`config.mk`:
```
export PLATFORM = sky130hd
export DESIGN_NAME = a25_wb_arbiter
export DESIGN_NICKNAME = d
export VERILOG_FILES = /design/src/rtl/a25_wb_arb_pkg.sv /design/src/rtl/a25_wb_load_fifo.sv /design/src/rtl/a25_wb_arbiter.sv
export SDC_FILE = /design/constraint.sdc
export NUM_CORES = 1
export LEC_CHECK = 0
export BUFFER_PORTS_ARGS = -buffer_cell sky130_fd_sc_hd__buf_2
export CAP_MARGIN = 40
export CORE_MARGIN = 10
export CORE_UTILIZATION = 45
export CTS_CLUSTER_DIAMETER = 200
export DETAILED_ROUTE_END_ITERATION = 8
export PLACE_DENSITY = 0.77
export SETUP_SLACK_MARGIN = 0.5
export SLEW_MARGIN = 0
export SYNTH_ARGS = -nofsm -noshare
export SYNTH_HDL_FRONTEND = slang
export SYNTH_HIERARCHICAL = 1
export SYNTH_SLANG_ARGS = --single-unit
```
`constraint.sdc`:
```
create_clock -name i_clk -period 9.8 [get_ports i_clk]
set_input_delay 0 -clock i_clk [delete_from_list [all_inputs] [get_ports i_clk]]
set_output_delay 0 -clock i_clk [all_outputs]
set_load 0.02 [all_outputs]
```
`src/rtl/a25_wb_arb_pkg.sv`:
```
// rtl/a25_wb_arb_pkg.sv - shared types, defaults and rd-compare helper for the write-back arbiter
//
// Purpose : default widths, the arbiter FSM state encoding and the helper that
//           decides whether a queued load targets the same destination as an
//           incoming execute write.
// Ports   : none (package).
package a25_wb_arb_pkg;

    localparam int DATA_W_DEF = 32;
    localparam int RD_W_DEF   = 11;

    // Descriptors are zero-extended to this width before comparison so one
    // helper serves any RD_W up to 32 bits.
    localparam int RD_CMP_W = 32;

    typedef enum logic {
        EXEC_PRI = 1'b0,
        LOAD_PRI = 1'b1
    } arb_state_t;

    function automatic logic rd_match(
        input logic                entry_vld,
        input logic [RD_CMP_W-1:0] entry_rd,
        input logic [RD_CMP_W-1:0] cmp_rd
    );
        return entry_vld && (entry_rd == cmp_rd);
    endfunction

endpackage

```
`src/rtl/a25_wb_load_fifo.sv`:
```
// rtl/a25_wb_load_fifo.sv - load-return buffer with associative destination compare
//
// Purpose : synchronous FIFO holding load returns waiting for the register-file
//           write port. Every occupied entry is compared against i_cmp_rd so the
//           arbiter can hold back a younger execute write to the same register.
// Ports   : i_clk, i_rst (sync, active-high)
//           i_push, i_push_data, i_push_rd : enqueue (ignored when full)
//           i_pop                          : dequeue head (ignored when empty)
//           o_head_data, o_head_rd         : oldest entry
//           o_empty, o_full, o_count       : occupancy, from registered count
//           i_cmp_rd, o_any_match          : any occupied entry with rd == i_cmp_rd
module a25_wb_load_fifo
    import a25_wb_arb_pkg::*;
#(
    parameter int DATA_W = DATA_W_DEF,
    parameter int RD_W   = RD_W_DEF,
    parameter int DEPTH  = 2
) (
    input  logic                     i_clk,
    input  logic                     i_rst,
    input  logic                     i_push,
    input  logic [DATA_W-1:0]        i_push_data,
    input  logic [RD_W-1:0]          i_push_rd,
    input  logic                     i_pop,
    output logic [DATA_W-1:0]        o_head_data,
    output logic [RD_W-1:0]          o_head_rd,
    output logic                     o_empty,
    output logic                     o_full,
    output logic [$clog2(DEPTH):0]   o_count,
    input  logic [RD_W-1:0]          i_cmp_rd,
    output logic                     o_any_match
);

    localparam int AW = $clog2(DEPTH);

    logic [AW-1:0]     wr_ptr_q, wr_ptr_d;
    logic [AW-1:0]     rd_ptr_q, rd_ptr_d;
    logic [AW:0]       count_q, count_d;
    logic [DEPTH-1:0]  vld_q, vld_d;
    logic [DATA_W-1:0] data_q [DEPTH];
    logic [DATA_W-1:0] data_d [DEPTH];
    logic [RD_W-1:0]   rd_q   [DEPTH];
    logic [RD_W-1:0]   rd_d   [DEPTH];
    logic              do_push, do_pop;

    assign o_empty     = (count_q == '0);
    assign o_full      = (count_q == (AW+1)'(DEPTH));
    assign o_count     = count_q;
    assign o_head_data = data_q[rd_ptr_q];
    assign o_head_rd   = rd_q[rd_ptr_q];

    always_comb begin
        do_push  = i_push && !o_full;
        do_pop   = i_pop && !o_empty;
        wr_ptr_d = wr_ptr_q;
        rd_ptr_d = rd_ptr_q;
        vld_d    = vld_q;
        data_d   = data_q;
        rd_d     = rd_q;
        count_d  = count_q;

        if (do_push) begin
            data_d[wr_ptr_q] = i_push_data;
            rd_d[wr_ptr_q]   = i_push_rd;
            vld_d[wr_ptr_q]  = 1'b1;
            wr_ptr_d         = wr_ptr_q + AW'(1);
        end
        // Push only targets a free slot, so it never collides with the head.
        if (do_pop) begin
            vld_d[rd_ptr_q] = 1'b0;
            rd_ptr_d        = rd_ptr_q + AW'(1);
        end

        case ({do_push, do_pop})
            2'b10:   count_d = count_q + (AW+1)'(1);
            2'b01:   count_d = count_q - (AW+1)'(1);
            default: count_d = count_q;
        endcase
    end

    always_comb begin
        o_any_match = 1'b0;
        for (int i = 0; i < DEPTH; i++) begin
            if (rd_match(vld_q[i], RD_CMP_W'(rd_q[i]), RD_CMP_W'(i_cmp_rd))) begin
                o_any_match = 1'b1;
            end
        end
    end

    always_ff @(posedge i_clk) begin
        if (i_rst) begin
            wr_ptr_q <= '0;
            rd_ptr_q <= '0;
            count_q  <= '0;
            vld_q    <= '0;
        end else begin
            wr_ptr_q <= wr_ptr_d;
            rd_ptr_q <= rd_ptr_d;
            count_q  <= count_d;
            vld_q    <= vld_d;
        end
    end

    // Payload storage needs no reset; occupancy is tracked by vld_q/count_q.
    always_ff @(posedge i_clk) begin
        data_q <= data_d;
        rd_q   <= rd_d;
    end

endmodule

```
`src/rtl/a25_wb_arbiter.sv`:
```
// rtl/a25_wb_arbiter.sv - register-file write-port arbiter between load returns and execute results
//
// Purpose : load returns are buffered in a small FIFO; execute results are
//           granted combinationally. Loads win when alone, when an execute
//           write targets a queued load's destination (keeps program order),
//           and when the LOAD_PRI state is entered after starvation or a full
//           FIFO. The winner is registered onto the write port.
// Option  : A25_WB_ARB_BYPASS_EN - a load arriving to an empty FIFO that would
//           win anyway skips the FIFO and is written one cycle later.
// Ports   : i_clk, i_rst (sync, active-high)
//           i_load_valid/i_load_data/i_load_rd, o_load_stall : load return side
//           i_exec_valid/i_exec_data/i_exec_rd, o_exec_grant : execute side
//           o_rf_we/o_rf_wdata/o_rf_rd                        : registered write port
module a25_wb_arbiter
    import a25_wb_arb_pkg::*;
#(
    parameter int DATA_W       = DATA_W_DEF,
    parameter int RD_W         = RD_W_DEF,
    parameter int FIFO_DEPTH   = 2,
    parameter int STARVE_LIMIT = 4
) (
    input  logic              i_clk,
    input  logic              i_rst,
    input  logic              i_load_valid,
    input  logic [DATA_W-1:0] i_load_data,
    input  logic [RD_W-1:0]   i_load_rd,
    output logic              o_load_stall,
    input  logic              i_exec_valid,
    input  logic [DATA_W-1:0] i_exec_data,
    input  logic [RD_W-1:0]   i_exec_rd,
    output logic              o_exec_grant,
    output logic              o_rf_we,
    output logic [DATA_W-1:0] o_rf_wdata,
    output logic [RD_W-1:0]   o_rf_rd
);

    localparam int CNT_W = $clog2(FIFO_DEPTH) + 1;
    localparam int SC_W  = $clog2(STARVE_LIMIT + 1);
    localparam logic [SC_W-1:0] STARVE_MAX  = SC_W'(STARVE_LIMIT);
    localparam logic [SC_W-1:0] STARVE_TRIP = SC_W'(STARVE_LIMIT - 1);

    arb_state_t        state_q, state_d;
    logic [SC_W-1:0]   starve_q, starve_d;
    logic              rf_we_q, rf_we_d;
    logic [DATA_W-1:0] rf_wdata_q, rf_wdata_d;
    logic [RD_W-1:0]   rf_rd_q, rf_rd_d;

    logic              fifo_empty, fifo_full, fifo_any_match;
    logic [CNT_W-1:0]  fifo_count;
    logic [DATA_W-1:0] head_data;
    logic [RD_W-1:0]   head_rd;

    logic exec_req, load_req, head_vld, conflict, lost;
    logic load_win, exec_win, bypass_win, push;

    a25_wb_load_fifo #(
        .DATA_W (DATA_W),
        .RD_W   (RD_W),
        .DEPTH  (FIFO_DEPTH)
    ) u_load_fifo (
        .i_clk       (i_clk),
        .i_rst       (i_rst),
        .i_push      (push),
        .i_push_data (i_load_data),
        .i_push_rd   (i_load_rd),
        .i_pop       (load_win),
        .o_head_data (head_data),
        .o_head_rd   (head_rd),
        .o_empty     (fifo_empty),
        .o_full      (fifo_full),
        .o_count     (fifo_count),
        .i_cmp_rd    (i_exec_rd),
        .o_any_match (fifo_any_match)
    );

    // Registered count only: a same-cycle dequeue does not release the stall.
    assign o_load_stall = (fifo_count == CNT_W'(FIFO_DEPTH));
    assign o_exec_grant = exec_win;
    assign o_rf_we      = rf_we_q;
    assign o_rf_wdata   = rf_wdata_q;
    assign o_rf_rd      = rf_rd_q;

    always_comb begin
        exec_req   = i_exec_valid && !i_rst;
        load_req   = i_load_valid && !i_rst;
        head_vld   = !fifo_empty && !i_rst;
        conflict   = exec_req && fifo_any_match;
        load_win   = 1'b0;
        exec_win   = 1'b0;
        bypass_win = 1'b0;

        if (head_vld) begin
            if (!exec_req || conflict || (state_q == LOAD_PRI)) begin
                load_win = 1'b1;
            end else begin
                exec_win = 1'b1;
            end
        end else begin
`ifdef A25_WB_ARB_BYPASS_EN
            if (load_req && (!exec_req || (state_q == LOAD_PRI))) begin
                bypass_win = 1'b1;
            end else if (exec_req) begin
                exec_win = 1'b1;
            end
`else
            if (exec_req) begin
                exec_win = 1'b1;
            end
`endif
        end

        push = load_req && !o_load_stall && !bypass_win;
        lost = head_vld && !load_win;

        starve_d = starve_q;
        if (load_win || bypass_win) begin
            starve_d = '0;
        end else if (lost && (starve_q != STARVE_MAX)) begin
            starve_d = starve_q + SC_W'(1);
        end

        state_d = state_q;
        case (state_q)
            EXEC_PRI: begin
                if ((lost && (starve_q >= STARVE_TRIP)) || fifo_full) begin
                    state_d = LOAD_PRI;
                end
            end
            LOAD_PRI: begin
                if (load_win || bypass_win) begin
                    state_d = EXEC_PRI;
                end
            end
            default: state_d = EXEC_PRI;
        endcase

        rf_we_d    = load_win || exec_win || bypass_win;
        rf_wdata_d = rf_wdata_q;
        rf_rd_d    = rf_rd_q;
        if (load_win) begin
            rf_wdata_d = head_data;
            rf_rd_d    = head_rd;
        end else if (exec_win) begin
            rf_wdata_d = i_exec_data;
            rf_rd_d    = i_exec_rd;
        end else if (bypass_win) begin
            rf_wdata_d = i_load_data;
            rf_rd_d    = i_load_rd;
        end
    end

    always_ff @(posedge i_clk) begin
        if (i_rst) begin
            state_q    <= EXEC_PRI;
            starve_q   <= '0;
            rf_we_q    <= 1'b0;
            rf_wdata_q <= '0;
            rf_rd_q    <= '0;
        end else begin
            state_q    <= state_d;
            starve_q   <= starve_d;
            rf_we_q    <= rf_we_d;
            rf_wdata_q <= rf_wdata_d;
            rf_rd_q    <= rf_rd_d;
        end
    end

endmodule

```
* Yosys cells after proc, flatten, opt, wreduce, memory -nomap -nowiden
Cells that the tools add are included.
** Operators by class
- $add $sub $neg :: 5
- Magnitude comparators :: 8
- Equality and inequality tests :: 6
- Mux-type cells :: 33
- Bitwise operators :: 6
- Reduce and logical (&&, ||, !) cells :: 28
** Operator list (count)
- $mux 32 :: 6
- $mux 11 :: 6
- $bwmux 64 :: 1
- $demux 32 s1 :: 1
- $bwmux 22 :: 1
- $eq 11x11->1 :: 2
- $logic_and 1x1->1 :: 15
- $demux 11 s1 :: 1
- $mux 1 :: 11
- $logic_not 1->1 :: 5
- $eq 2x2->1 const B :: 2
- $ge 2x2->1 const B :: 2
- $logic_or 1x1->1 :: 4
- $lt 1x2->1 const B :: 2
- $mux 2 :: 2
- $not 1->2 :: 2
- $pmux 2 s2 :: 1
- $reduce_bool 2->1 :: 2
- $add 3x1->3 const B :: 1
- $ge 3x2->1 const B :: 1
- $ne 3x3->1 const B :: 1
- $add 1x1->1 const B :: 2
- $add 2x1->2 const B :: 1
- $and 2x2->2 :: 1
- 11 further kinds :: 13
** Storage, ports and cells
- Flip-flop bits (word level) :: 140
- Input port bits :: 90
- Output and inout bits :: 46
- Word-level logic and storage cells :: 99

* Longest topological paths before layout
- Depth after elaboration :: 15
- Depth in mapped cells :: 12
- Gate-level depth less buffers :: 11

* Hierarchy
The synthesis kept the hierarchy.
** By module, submodules not included
- a25_wb_load_fifo :: times used 1, cells an instance 194, area each 3606.0 um^2, seq. area each 2702.6 um^2
- a25_wb_arbiter :: times used 1, cells an instance 286, area each 2387.3 um^2, seq. area each 960.9 um^2

* Worst setup path after synthesis
Ideal clock, no wire load.
- Path type :: reg2reg
- Start point :: register u_load_fifo.count_q[0] (netlist: u_load_fifo/o_count[0])
- End point :: register u_load_fifo/data_q[32] (netlist bit), enable pin
- Data arrival time :: 2.728 ns
- Slack :: 6.627 ns
- Stages on the path, launching flop included :: 5
- Path through :: dfxtp_1 nor2b_1 nor3b_1 nand2_1 nor2_1
** Between the ends
- Longest elaborated chain between the ends :: 4
** Ends and longest elaborated chain
- start: declaration :: line a25_wb_load_fifo.sv:38 : logic [AW:0] count_q, count_d;
- start signal: assignment :: line a25_wb_load_fifo.sv:99 : count_q <= count_d;
- $eq 2x2->1 :: line a25_wb_arbiter.sv:77 : assign o_load_stall = (fifo_count == CNT_W'(FIFO_DEPTH));
- via o_load_stall :: line a25_wb_arbiter.sv:27 : output logic o_load_stall,
- $logic_not 1->1 :: line a25_wb_arbiter.sv:112 : push = load_req && !o_load_stall && !bypass_win;
- $logic_and 1x1->1 :: line a25_wb_arbiter.sv:112
- via push :: line a25_wb_arbiter.sv:54 : logic load_win, exec_win, bypass_win, push;
- $logic_and 1x1->1 :: line a25_wb_load_fifo.sv:53 : do_push = i_push && !o_full;
- end signal: assignment :: line a25_wb_load_fifo.sv:106 : data_q <= data_d;
- end: declaration :: line a25_wb_load_fifo.sv:40 : logic [DATA_W-1:0] data_q [DEPTH];
The timed path passes the listed nets, and every way through them passes these cells.
A chain may end at the register's enable or synchronous reset.

* Worst setup path in the final report
- Start point :: register u_load_fifo/rd_q[3] (netlist bit)
- End point :: register u_load_fifo.count_q[1] (netlist: u_load_fifo/o_count[1])
** Between the ends
- Longest elaborated chain between the ends :: 11
- Elaborated cells on any way between the ends :: 13
- Classes of those cells :: eq/ne: 3; mux: 4; reduce/logical: 6
** Ends and longest elaborated chain
- start: declaration :: line a25_wb_load_fifo.sv:42 : logic [RD_W-1:0] rd_q [DEPTH];
- start signal: assignment :: line a25_wb_load_fifo.sv:107 : rd_q <= rd_d;
- $eq 11x11->1 (*) :: line a25_wb_arb_pkg.sv:26 : return entry_vld && (entry_rd == cmp_rd);
- $logic_and 1x1->1 (*) :: line a25_wb_arb_pkg.sv:26
- $mux 1 (*) :: line a25_wb_load_fifo.sv:84 : if (rd_match(vld_q[i], RD_CMP_W'(rd_q[i]), RD_CMP_W'(i_cmp_rd))) begin
- via fifo_any_match :: line a25_wb_arbiter.sv:48 : logic fifo_empty, fifo_full, fifo_any_match;
- $logic_and 1x1->1 (*) :: line a25_wb_arbiter.sv:87 : conflict = exec_req && fifo_any_match;
- $logic_or 1x1->1 (*) (2 in series) :: line a25_wb_arbiter.sv:93 : if (!exec_req || conflict || (state_q == LOAD_PRI)) begin
- $mux 1 (*) :: line a25_wb_arbiter.sv:93
- $mux 1 (*) :: line a25_wb_arbiter.sv:92 : if (head_vld) begin
- via load_win :: line a25_wb_arbiter.sv:54
- $logic_and 1x1->1 (*) :: line a25_wb_load_fifo.sv:54 : do_pop = i_pop && !o_empty;
- $eq 2x1->1 or $eq 2x2->1 (tied branches) :: line a25_wb_load_fifo.sv:74 : case ({do_push, do_pop})
- $pmux 2 s2 or $reduce_bool 2->1 (tied branches)
Mark *: on every way through the listed nets, which the timed path passes. The rest lies on a longest branch.

==> impl_metrics.csv <==
group,metric,value,unit
synthesis,yosysSeqAreaShare,0.611,
synthesis,synthesis.area,5990,um^2
grt,grt_use_total,0.190,
grt,met2_usage,0.326,
drt,via_per_inst,5.46,
final_layout,nets,785,
status,status,"complete, no violations",
synthesis,synth_cells,480,
placed_design,hpwl,10.3,mm
synthesis,synth_edf_count,86,
critical_path,path_cells,"xor2_1 -> nor4_1 -> nand4_1 -> o22ai_1 -> nor3b_4 -> nor2_1 -> nor2b_2 -> ha_1 -> or3_1 -> a21oi_1",
grt,grt_pass1_vias,5177,
placed_design,post_dp_cell_area,6850,um^2
synthesis,ys_async_sr_fraction,0,
placed_design,place_congestion,0.764,
grt,antenna_found_initial,2,
synthesis,synth_flop_cell,"edfxtp_1",
drt,routed_wl,17.2,mm
synthesis,synth_area_per_cell,12.5,um^2
timing,rsz0062_at_grt,"false",
synthesis,synth_compound_area_frac,0.154,
cts,insertion_delay,0.42,ns
drt,drt.antenna.violating_nets,0,
cts,cts_num_sinks,140,
synthesis,synth-adder-area-share,0.00835,
power_and_ir_drop,cellPowerDensity,183,nW/um^2
worst_hold_path,min_to,"u_load_fifo/rd_ptr_q",
die,core,13100,um^2
final_layout,drive_gt1_frac,0.321,
worst_hold_path,hold_start,"i_rst",
grt,top_usage_layer,"met2",
timing,worst_slew_pin_slew,0.738,ns
timing,skew,0.0120,ns
cts,path_clk_slew,0.06,ns
critical_path,path_class,"flop to flop",
synthesis,synthMuxAreaShare,0.0808,
cts,htreeDepth,4,
timing,final.setup.tns,0,ns
worst_hold_path,hold_path_depth,3,
final_layout,syn_to_final_growth,38.1,%
die,rows,42,
drt,drc,0,
grt,use_met3,0.0512,
critical_path,arrival,3.14,ns
placed_design,port_buffers,135,
final_layout,stdcell_count,882,
synthesis,synthXorXnorAreaFrac,0.0380,
placed_design,place_inst,762,
timing,finalHoldViolCount,0,
synthesis,synth_top_family_by_area,"compound AO/OA/AOI/OAI gates",
critical_path,r2r_cells,10,
power_and_ir_drop,ir_worst_vdd,0.0974,mV
die,pin_count,136,
die,start_util,0.456,
synthesis,yosysWarnings,6,
die,die_h,135,um
drt,drt_iter0_markers,370,
placed_design,dp_slack,7.07,ns
critical_path,cp.required,10.14,ns
critical_path,r2r_slack,7.00,ns
timing,slew_violations,0,
critical_path,cp_max_fo,4,
die,dieArea,18300,um^2
critical_path,r2r-start,"u_load_fifo/rd_q[3]",
critical_path,end_kind,"flop",
timing,final_min_period_over_clock_period,0.286,
run,drv_cap,0,
die,fp.dieW,135,um
synthesis,ys_ff_latch,140,
critical_path,r2r_end,"u_load_fifo/o_count[1]",
timing,setup_violations,0,
critical_path,worstSetupStartpointType,"flop",
final_layout,fin_area,8280,um^2
grt,grt_max_degree,58,
synthesis,yosysUniqueCellTypes,39,
cts,cts_resized,0,
cts,tritoncts,"yes",
cts,cts-root-buf,"clkbuf_16",
worst_hold_path,worstHoldPathType,"input port to flop",
grt,grt_pass1_wl,27.2,mm
timing,post-route-min-period,2.80,ns
timing,finalWorstSetupSlack,7.00,ns
cts,cts_max_path_buffers,2,
cts,numCtsBuffers,17,
drt,first_pass_iters,5,
drt,vias,4815,
timing,max_freq,357,MHz
timing,hold_slack,0.179,ns
timing,relSlewSlack,0.506,
synthesis,synth-simple-area-share,0.0681,
critical_path,cpMaxStageDelayCell,"edfxtp_1",
critical_path,critPathMaxStageDelay,0.42,ns
power_and_ir_drop,p_leak,0.00314,uW
grt,gr-total-overflow,0,
synthesis,synth_nets,574,
grt,grt.met1_usage,0.212,
drt,wl_per_cell,19.5,um
## stage by stage
stage	utilization	total power, uW
detailed placement	0.522	889
global placement	0.513	876
floorplan	-	809
CTS	0.630	1520
finish	0.630	1510
global route	0.630	1570
## where the power goes
group	internal (uW)	switching [uW]
Clock	369	236
Combinational	94.3	127
Sequential	666	19.3
## worst max path at each step
stage	start	endpoint	slack (ns)	cells after the start
6_report	u_load_fifo/rd_q[3]	u_load_fifo/o_count[1]	7.00	10
5_1_grt	u_load_fifo/rd_q[3]	u_load_fifo/o_count[1]	6.80	10
4_1_cts	u_load_fifo/rd_q[3]	u_load_fifo/o_count[1]	7.02	10
3_5_place_dp	u_load_fifo/rd_q[1]	u_load_fifo/o_count[1]	7.07	10
3_3_place_gp	u_load_fifo/rd_q[3]	o_rf_rd[2]	7.16	7
2_1_floorplan	u_load_fifo/o_count[0]	u_load_fifo/data_q[32]	6.63	4
## kinds of logic (layout without fill, tap and decap cells)
kind of cell / after synthesis / in the layout
AO/OA/AOI/OAI: 147 / 147
flip-flops: 140 / 140
AND/OR/NAND/NOR: 76 / 76
buffers and inverters: 44 / 268
multiplexers: 43 / 43
XOR/XNOR: 26 / 26
adder cells (fa/ha/maj): 4 / 4
other: 0 / 2
## per-layer routing
layer | wire, um | vias to the layer above
met4 | 442 | 0
met1 | 6560 | 2347
met5 | 0 | -
met3 | 1080 | 37
met2 | 9080 | 192
li1 | - | 2239
## flip-flops by register name (all words and copies together) (netlist names)
| name | count |
|---|---|
| o_rf_rd | 11 |
| o_rf_wdata | 32 |
| o_rf_we | 1 |
| starve_q | 3 |
| state_q | 1 |
| u_load_fifo/data_q | 64 |
| u_load_fifo/o_count | 2 |
| u_load_fifo/rd_ptr_q | 1 |
| u_load_fifo/rd_q | 22 |
| u_load_fifo/vld_q | 2 |
| u_load_fifo/wr_ptr_q | 1 |
## synthesized netlist by cell type (8+ instances only)
library cell,instances,share of area
o21bai_1,44,0.055
o21ai_0,46,0.038
a31oi_1,43,0.045
clkbuf_1,13,0.0081
xor2_1,14,0.020
mux2_2,43,0.081
xnor2_1,12,0.018
nor2_1,8,0.0050
dfxtp_1,54,0.18
edfxtp_1,86,0.43
buf_2,15,0.013
nand3_1,45,0.038
## layout by cell type, fill, tap and decap left out, types with 2 or more instances in the layout
master / n
a211o_1: 2
a21oi_1: 6
a31oi_1: 43
buf_12: 3
buf_16: 2
buf_2: 135
buf_4: 5
bufinv_16: 2
clkbuf_16: 17
clkinv_1: 2
clkinv_2: 6
clkinvlp_4: 3
dfxtp_1: 53
diode_2: 2
dlygate4sd3_1: 86
edfxtp_1: 86
ha_1: 4
inv_1: 5
mux2_2: 43
nand3_1: 45
nand4_1: 4
nor2_1: 7
nor2_4: 2
nor2b_1: 3
nor4_1: 2
o21a_1: 2
o21ai_0: 46
o21bai_1: 44
or3_1: 2
xnor2_1: 12
xor2_1: 14
## worst max-delay path: cells and delay by family (launching register included)
family	cells	cell delay, ns
adder cells (fa/ha/maj)	1	0.30
XOR/XNOR	1	0.19
flip-flops	1	0.42
AND/OR/NAND/NOR	6	1.34
AO/OA/AOI/OAI	2	0.48
## cell type report
class	instances	area, um^2
clock inverters	14	129
well taps	176	220
diodes	2	5.00
multi-input cells	296	2120
fillers	978	4860
clock buffers	18	429
flip-flops and latches	140	3660
repair buffers	231	1690
inverters	5	18.8
## repair_timing
action / 4_1_cts / 5_1_grt
setup endpoints to repair: 0 / 0
setup buffers: 0 / 0
endpoints found under the hold margin: 129 / 0
hold buffers: 86 / 0
Power figures use the tool's default switching activity.
